$ cat src/rtl/fetch_issue_queue.sv
// fetch_issue_queue: in-order fetch-to-decode instruction buffer that stamps each issued entry with a major ID
module fetch_issue_queue #(
  parameter int addressWidth            = 64,
  parameter int instructionWidth        = 32,
  parameter int PidSize                 = 20,
  parameter int TidSize                 = 16,
  parameter int instructionCounterWidth = 64,
  parameter int queueDepth              = 8
) (
  input  logic                               clock_i,
  input  logic                               resetn_i,
  input  logic                               flush_i,
  input  logic                               fetchValid_i,
  input  logic [instructionWidth-1:0]        fetchInstruction_i,
  input  logic [addressWidth-1:0]            fetchAddress_i,
  input  logic [PidSize-1:0]                 fetchPid_i,
  input  logic [TidSize-1:0]                 fetchTid_i,
  output logic                               fetchReady_o,
  input  logic                               stall_i,
  output logic                               outputEnable_o,
  output logic [instructionWidth-1:0]        instruction_o,
  output logic [addressWidth-1:0]            instructionAddress_o,
  output logic [PidSize-1:0]                 instructionPid_o,
  output logic [TidSize-1:0]                 instructionTid_o,
  output logic [instructionCounterWidth-1:0] instructionMajId_o,
  output logic [$clog2(queueDepth):0]        count_o
);
  localparam int PW = $clog2(queueDepth);
  localparam int CW = PW + 1;
  localparam int MW = instructionCounterWidth;
  logic [instructionWidth-1:0] ins_q [queueDepth];
  logic [addressWidth-1:0]     adr_q [queueDepth];
  logic [PidSize-1:0]          pid_q [queueDepth];
  logic [TidSize-1:0]          tid_q [queueDepth];
  logic [PW-1:0] rd_q, rd_d, wr_q, wr_d;
  logic [CW-1:0] cnt_q, cnt_d;
  logic [MW-1:0] maj_q, maj_d;
  logic push, pop;
  always_comb begin
    fetchReady_o   = cnt_q != CW'(queueDepth);
    outputEnable_o = cnt_q != '0;
    push  = fetchValid_i && fetchReady_o && !flush_i;
    pop   = outputEnable_o && !stall_i && !flush_i;
    rd_d  = flush_i ? '0 : rd_q + PW'(pop);
    wr_d  = flush_i ? '0 : wr_q + PW'(push);
    cnt_d = flush_i ? '0 : cnt_q + CW'(push) - CW'(pop);
    // the issue counter survives flushes so IDs stay unique
    maj_d = maj_q + MW'(pop);
  end
  always_ff @(posedge clock_i or negedge resetn_i) begin
    if (!resetn_i) begin
      rd_q  <= '0;
      wr_q  <= '0;
      cnt_q <= '0;
      maj_q <= '0;
      for (int k = 0; k < queueDepth; k++) begin
        ins_q[k] <= '0;
        adr_q[k] <= '0;
        pid_q[k] <= '0;
        tid_q[k] <= '0;
      end
    end else begin
      rd_q  <= rd_d;
      wr_q  <= wr_d;
      cnt_q <= cnt_d;
      maj_q <= maj_d;
      if (push) begin
        ins_q[wr_q] <= fetchInstruction_i;
        adr_q[wr_q] <= fetchAddress_i;
        pid_q[wr_q] <= fetchPid_i;
        tid_q[wr_q] <= fetchTid_i;
      end
    end
  end
  assign instruction_o        = ins_q[rd_q];
  assign instructionAddress_o = adr_q[rd_q];
  assign instructionPid_o     = pid_q[rd_q];
  assign instructionTid_o     = tid_q[rd_q];
  assign instructionMajId_o   = maj_q;
  assign count_o              = cnt_q;
endmodule

$ cat config.mk
export PLATFORM = sky130hd
export DESIGN_NAME = fetch_issue_queue
export DESIGN_NICKNAME = d
export VERILOG_FILES = /design/src/rtl/fetch_issue_queue.sv
export SDC_FILE = /design/constraint.sdc
export NUM_CORES = 1
export LEC_CHECK = 0
export ABC_CLOCK_PERIOD_IN_PS = 5350
export CORE_ASPECT_RATIO = 1.25
export CORE_MARGIN = 2
export CORE_UTILIZATION = 29
export CTS_CLUSTER_DIAMETER = 50
export DETAILED_ROUTE_END_ITERATION = 16
export GPL_TIMING_DRIVEN = 0
export PLACE_DENSITY_LB_ADDON = 0.2
export SETUP_SLACK_MARGIN = 0.15
export SLEW_MARGIN = 20
export SYNTH_ARGS = -nofsm -noshare
export SYNTH_HDL_FRONTEND = slang
export SYNTH_SLANG_ARGS = --single-unit
$ cat constraint.sdc
create_clock -name clock_i -period 5.35 [get_ports clock_i]
set_clock_uncertainty 0.1 [all_clocks]
set_input_delay 1.07 -clock clock_i [delete_from_list [all_inputs] [get_ports clock_i]]
set_output_delay 1.07 -clock clock_i [all_outputs]
set_load 0.03 [all_outputs]
# After elaboration in Yosys (flattened, before gate mapping)

Index checks and enable logic that the tools add are counted.

Output and inout bits: 202
Register bits after elaboration: 1130
Input bits: 137

Bitwise gates (word level): 2
$lt $le $gt $ge: 3
$add $sub $neg: 5
Eq/ne operators: 1
Reductions and logical operators: 8
Multiplexer cells: 27

Operator list:

| cell                 | count |
|---|---|
| $bwmux W512          | 1 |
| $bwmux W256          | 1 |
| $bmux W64 S3         | 1 |
| $demux W64 S3        | 1 |
| $mux W64             | 3 |
| $bwmux W160          | 1 |
| $bwmux W128          | 1 |
| $bmux W32 S3         | 1 |
| $demux W32 S3        | 1 |
| $mux W32             | 3 |
| $add A64 B1 Y64      | 1 |
| $bmux W20 S3         | 1 |
| $demux W20 S3        | 1 |
| $mux W20             | 3 |
| $bmux W16 S3         | 1 |
| $demux W16 S3        | 1 |
| $mux W16             | 3 |
| $ge A4 B4 Y1 const B | 2 |
| $not A3 Y4           | 2 |
| $add A3 B1 Y3        | 2 |
| $mux W3              | 2 |
| $logic_and A1 B1 Y1  | 5 |
| $add A4 B1 Y4        | 1 |
| $lt A4 B1 Y1 const B | 1 |
| other kinds (5)      | 6 |

# Logic depth before layout (Yosys ltp)

Gate-level depths: netlist of run 1.

Word-level depth: 6
Gate-level depth with buffers: 12
Depth with buffers taken out: 12

# Worst setup path before layout of run 1

Ideal clock, no wire load.

Path type: input-to-reg
From: input flush_i
To: register maj_q[46] (netlist: instructionMajId_o[46])
Setup slack: 1.865 ns
Arrival: 3.249 ns
Library setup time: 0.136 ns
Stages: 10
Required time: 5.114 ns
Cell sequence: clkbuf_1 a211oi_1 ha_1 ha_1 nand4_1 nor3_1 and4_1 clkbuf_1 nand4_1 xnor2_1

Word-level cells in the longest chain between the ends: 3

Ends and longest elaborated chain:

| item                   | RTL line | text |
|---|---|---|
| start: declaration     | 12       | `input logic flush_i,` |
| $logic_not A1 Y1       | 43       | `pop = outputEnable_o && !stall_i && !flush_i;` |
| $logic_and A1 B1 Y1    | 43       |  |
| $add A64 B1 Y64        | 48       | `maj_d = maj_q + MW'(pop);` |
| net maj_d[46]          | 37       | `logic [MW-1:0] maj_q, maj_d;` |
| end signal: assignment | 66       | `maj_q <= maj_d;` |
| end: declaration       | 37       |  |

The timed path passes the listed nets, and every way through them passes these cells.
A chain may end at the register's enable or synchronous reset.

# Worst setup path after layout of run 1

From: register rd_q[1]
To: output instructionAddress_o[12]

Word-level cells in the longest chain between the ends: 4

Ends and longest elaborated chain:

| item                                        | RTL line | text |
|---|---|---|
| start: declaration                          | 35       | `logic [PW-1:0] rd_q, rd_d, wr_q, wr_d;` |
| start signal: assignment                    | 63       | `rd_q <= rd_d;` |
| $not A3 Y4 (implied by the code)            | 76       | `assign instructionAddress_o = adr_q[rd_q];` |
| $bmux W64 S3                                | 76       |  |
| $mux W64 (implied by the code) (2 in a row) | 76       |  |
| end: declaration                            | 22       | `output logic [addressWidth-1:0] instructionAddress_o,` |

Every way passes these cells. The select of a mux whose other input is x is not followed.

==> qor.csv, run 1 <==
metric;value;unit
wirelength;144;mm
synthFlopType;dfrtp_1;
vdd_drop_max;0.387;mV
synth_area;51600;sq um
ys_async_sr_fraction;100;%
gr-total-overflow;0;
grt_max_degree;141;
crit_path_start_kind;flip-flop;
rows;173;
ys_ff_latch;1130;
ys_seq_area_share;54.8;%
synth-edff-count;0;
antenna_found_initial;39;
status;complete, no violations;
synth-compound-area-share;0.0388;%
nNetsFinal;3680;
tns;0;ns
dieWidth;381;um
post-cts-setup-buffers;0;
die-area;181000;sq um
setup_violations;0;
post_dp_cell_area;58300;sq um
synth_adder_area_share;0.330;%
critPathKind;flip-flop to primary output;
synth_area_leaders;dfrtp_1 55%, mux2_2 19%, mux4_2 12%, mux2_4 4.7%, mux2_1 3.4%;
track_usage;16.1;%
insertion_delay;0.77;ns
initial_core_util;29.1;%
drc_errors;0;
vias_per_cell;4.74;
pre_cts_ws;0.366;ns
htreeDepth;4;
worst_slew_pin_slew;1.13;ns
fin_crit_sh;93.8;%
portBuffers;338;
vias;28485;
area_delta_synth_final;22.8;%
drtIter0Drc;1313;
n_fill_cell;16883;
synth_warnings;0;
final.setup.worst_slack;0.334;ns
synthXorXnorAreaFrac;1.12;%
p_per_area;451;nW/um^2
arrival;3.85;ns
final_util;35.8;%
relSlewSlack;24.5;%
numCtsBuffers;150;
maxCapViolations;0;
place_congestion;0.721;
slew_viol_final;0;
drive_above_1_share;47.3;%
rsz0062_at_grt;no;
worstSetupEndpointType;primary output;
yosys.area.top_type;dfrtp_1;
pin_count;339;
cts_root_buf;clkbuf_16;
hold_violations;0;
p_leak;0.0291;uW
cts_buffer_depth;3;
synth.area.mux_share;38.6;%
synthTopCellsByCount;1130 x dfrtp_1, 871 x mux2_2, 264 x mux4_2;
synthesis.nets;3180;
design_area;63400;sq um
worstPathRequired;4.18;ns
cts.sinks;1130;
die_y;476;um
synthDistinctLibCells;42;
syn_avg_cell_area;17.0;sq um
dp.final_hpwl;92.5;mm
clk_pin_slew;0.05;ns
hp-class;primary input to async pin;
synth_top_family_by_area;multiplexers;
netlist_instances;3030;
synthSimpleGateAreaFrac;1.88;%
synth_top_area_share;54.8;%
cp_max_fo;10;
postRouteAntennaNets;0;
cts_tree;built;
cts_hold_buf;0;
dr.pass1.iters;4;
fmax;199;MHz
grt_pass1_wl;217;mm
grt_pass1_vias;31596;
yosys.cell_count.top_type;dfrtp_1;
period_needed;5.02;ns
routedWlPerCell;24.0;um
core_area;177000;sq um
[placed cells by master, fill, tap and decap left out, types with 27 or more instances in the layout]
cell type | netlist | routed
buf_2 | 50 | 42
buf_4 | 21 | 27
buf_6 | 46 | 46
clkbuf_1 | 44 | 53
clkbuf_16 | 0 | 154
clkdlybuf4s50_1 | 0 | 337
dfrtp_1 | 1130 | 1130
mux2_1 | 157 | 157
mux2_2 | 871 | 871
mux2_4 | 160 | 160
mux4_2 | 264 | 264
nand3_1 | 31 | 31
xnor2_1 | 33 | 33
xor2_1 | 33 | 33
[worst paths after layout]
check	startpoint	endpoint	slack (ns)	cells past startpoint
max reg2reg	count_o[2]	instructionMajId_o[46]	1.92	12
min	resetn_i	ins_q[99]	0.1	1
max in group asynchronous	resetn_i	tid_q[99]	2.42	5
max	rd_q[1]	instructionAddress_o[12]	0.33	5
min in group clock_i	adr_q[376]	adr_q[376]	0.38	1
min reg2reg	adr_q[376]	adr_q[376]	0.38	1
[routing by layer]
layer  wire length (um)  part of all wire (%)  vias up  track usage, %
met4               3500                   2.4       48            4.99
met2              65300                    45      548            24.8
met1              66000                    46    15275            21.9
met5                285                  0.20        -               0
met3               9220                   6.4      235            4.71
li1                   -                     -    12379               -
[through the flow]
stage / instances / total power, uW / hold WS, ns
after global routing: 6011 / 30100 / 0.103
after floorplan: 3030 / 15500 / 0.352
final: 6014 / 28600 / 0.0961
after CTS: 6009 / 29100 / 0.0888
after detailed placement: 5741 / 18600 / 0.369
after global placement: 5730 / 18600 / 0.363
[cell type report]
| class | count | area (sq um) | share of cell area [%] |
|---|---|---|---|
| Multi-Input combinational cell | 1690 | 21700 | 34.2 |
| Buffer | 197 | 1670 | 2.64 |
| Timing Repair Buffer | 349 | 3680 | 5.81 |
| Clock inverter | 66 | 821 | 1.29 |
| Clock buffer | 203 | 4270 | 6.73 |
| Sequential cell | 1130 | 28300 | 44.6 |
| Antenna cell | 5 | 12.5 | 0.0197 |
| Inverter | 12 | 45.0 | 0.0710 |
| Tap cell | 2362 | 2960 | 4.66 |
[power by group]
| group | internal [uW] | total [uW] | switching (uW) | leakage [uW] |
|---|---|---|---|---|
| Combinational | 3860 | 7620 | 3760 | 0.0114 |
| Clock | 6260 | 10300 | 4040 | 0.00246 |
| Sequential | 10000 | 10700 | 690 | 0.0152 |
| Total | 20100 | 28600 | 8490 | 0.0291 |
[cell families (layout without fill, tap and decap cells)]
family | Yosys count | in the layout
multiplexers | 1452 | 1452
flip-flops | 1130 | 1130
buffers and inverters | 210 | 827
AND/OR/NAND/NOR | 156 | 156
XOR/XNOR | 66 | 66
adder cells (fa/ha/maj) | 13 | 13
AO/OA/AOI/OAI | 3 | 3
other | 0 | 5
[critical path, stage by stage (launching register included)]
cell and delay [ns]:
dfrtp_1 0.40, clkbuf_2 0.53, clkbuf_1 0.71, mux4_2 0.40
mux2_2 0.27, clkdlybuf4s50_1 0.74
[state kept, by name, summed over array words and instances, names as in the netlist]
name	flops
adr_q	512
count_o	4
ins_q	256
instructionMajId_o	64
pid_q	160
rd_q	3
tid_q	128
wr_q	3
[timing repair]
item                                   4_1_cts  5_1_grt
cloned                                       0        0
gates resized for setup                     13        9
endpoints found under the hold margin        0        0
setup endpoints to repair                   82       33
Power figures use the tool's default switching activity.
==> run 2: changes to the inputs <==
--- a/config.mk
+++ b/config.mk
@@ -14,7 +14,7 @@
 export GPL_TIMING_DRIVEN = 0
 export PLACE_DENSITY_LB_ADDON = 0.2
 export SETUP_SLACK_MARGIN = 0.15
-export SLEW_MARGIN = 20
+export SLEW_MARGIN = 10
 export SYNTH_ARGS = -nofsm -noshare
 export SYNTH_HDL_FRONTEND = slang
 export SYNTH_SLANG_ARGS = --single-unit
==> qor.csv, run 2 (synthesized netlist as in run 1, its figures left out) <==
metric;value;unit
grt_pass1_wl;216;mm
insertion_delay;0.77;ns
antenna_found_initial;38;
die-area;181000;sq um
final_common_cell;dfrtp_1;
numCtsBuffers;150;
cp_top_family;buffers and inverters;
cts_hold_buf;0;
status;complete, no violations;
portBuffers;338;
cts.sinks;1130;
routedWlPerCell;24.0;um
tns;0;ns
critPathKind;flip-flop to primary output;
die_y;476;um
worstPathRequired;4.18;ns
p_switching;8520;uW
cp_cell_sequence;clkbuf_2 > clkbuf_1 > mux4_2 > mux2_2 > clkdlybuf4s50_1;
reg_top3;adr_q (512), ins_q (256), pid_q (160);
core_area;177000;sq um
hp-class;primary input to async pin;
final_cell_mix;1130 x dfrtp_1, 871 x mux2_2, 337 x clkdlybuf4s50_1, 264 x mux4_2, 160 x mux2_4;
wirelength;144;mm
sw_frac_of_total;29.6;%
vdd_drop_max;0.387;mV
p_seq_share;37.1;%
hold_violations;0;
clk_pin_slew;0.05;ns
cp_max_fo;10;
worstSetupEndpointType;primary output;
worst_slew_pin_slew;1.15;ns
dr.pass1.iters;5;
postRouteAntennaNets;0;
period_needed;5.01;ns
maxCapViolations;0;
fmax;200;MHz
top_register;adr_q;
place_congestion;0.721;
grt_pass1_vias;31563;
vias;28529;
cpMaxStageDelayCell;clkdlybuf4s50_1;
crit_path_start_kind;flip-flop;
rsz0062_at_grt;no;
vias_per_cell;4.74;
relSlewSlack;22.8;%
pin_count;339;
dieWidth;381;um
holdWs;0.133;ns
largest_reg_flops;512;
internal_power;20300;uW
track_usage;16.1;%
htreeDepth;4;
grt_max_degree;151;
drive_above_1_share;47.4;%
nNetsFinal;3678;
clkPwrFrac;36.3;%
power_frac_comb;26.5;%
arrival;3.84;ns
drtIter0Drc;1444;
cp.buffers_inverters;3;
n_fill_cell;16915;
p_per_area;453;nW/um^2
gr-total-overflow;0;
cts_root_buf;clkbuf_16;
drc_errors;0;
setup_violations;0;
rows;173;
fin_crit_sh;93.6;%
cts_buffer_depth;3;
initial_core_util;29.1;%
area_delta_synth_final;23.0;%
dp.final_hpwl;92.1;mm
slew_viol_final;0;
cts_tree;built;
slowest_delay;0.74;ns
p_leak;0.0291;uW
==> run 2: repair_timing <==
| action | 4_1_cts | 5_1_grt |
|---|---|---|
| buffers inserted | 0 | 0 |
| gates cloned | 0 | 0 |
| endpoints found under the setup margin | 82 | 26 |
| gates resized for setup | 20 | 10 |
==> run 2: metrics by stage <==
stage / power, uW / std cells / worst slack, ns / cell area, sq um / util (%)
after floorplan: 15500 / 3030 / 1.86 / 51600 / -
after global placement: 18600 / 5730 / -51.97 / 58000 / 32.7
after detailed placement: 18600 / 5739 / 0.310 / 58200 / 32.8
after CTS: 29300 / 6011 / 0.152 / 63500 / 35.8
after global routing: 30200 / 6013 / 0.155 / 63500 / 35.8
final: 28800 / 6014 / 0.343 / 63500 / 35.8
==> run 2: worst paths after layout <==
check                           slack, ns       start  cells past startpoint                       end
worst max-delay path                 0.34     rd_q[1]                      5  instructionAddress_o[12]
worst min-delay path                 0.13    resetn_i                      1                 ins_q[67]
worst max register to register       1.88  count_o[2]                     12    instructionMajId_o[40]
worst min register to register       0.38  adr_q[374]                      1                adr_q[374]
max in group asynchronous            2.42    resetn_i                      4                 pid_q[93]
min in group clock_i                 0.38  adr_q[374]                      1                adr_q[374]
==> run 2: cell type report <==
| class | count | area (sq um) | area share, % |
|---|---|---|---|
| Tap cell | 2362 | 2960 | 4.66 |
| Inverter | 12 | 45.0 | 0.0710 |
| Sequential cell | 1130 | 28300 | 44.6 |
| Clock inverter | 69 | 902 | 1.42 |
| Multi-Input combinational cell | 1690 | 21700 | 34.1 |
| Antenna cell | 3 | 7.51 | 0.0118 |
| Buffer | 197 | 1690 | 2.66 |
| Timing Repair Buffer | 347 | 3630 | 5.72 |
| Clock buffer | 204 | 4300 | 6.78 |
==> run 2: worst reg2reg max path: cells and delay by family, from the launching register on <==
kind / cells / cell delay [ns]
adder cells (fa/ha/maj): 3 / 0.75
AO/OA/AOI/OAI: 1 / 0.25
flip-flops: 1 / 0.36
XOR/XNOR: 1 / 0.15
AND/OR/NAND/NOR: 4 / 1.06
buffers and inverters: 3 / 0.68
==> run 2: per-layer routing <==
layer  GRT usage [%]  vias to the layer above  share of wire, %
met3            4.80                      224               6.5
met2            25.1                      576                46
met5               0                        -              0.18
li1                -                    12390                 -
met1            21.7                    15297                45
met4            4.55                       42               2.3
==> run 2: power by group through the flow <==
stage,logic [uW],clock network (uW),registers [uW]
CTS,7790,10800,10700
floorplan,4860,0,10700
global route,8160,11200,10900
global placement,7680,0,10900
detailed placement,7740,0,10800
finish,7630,10500,10700
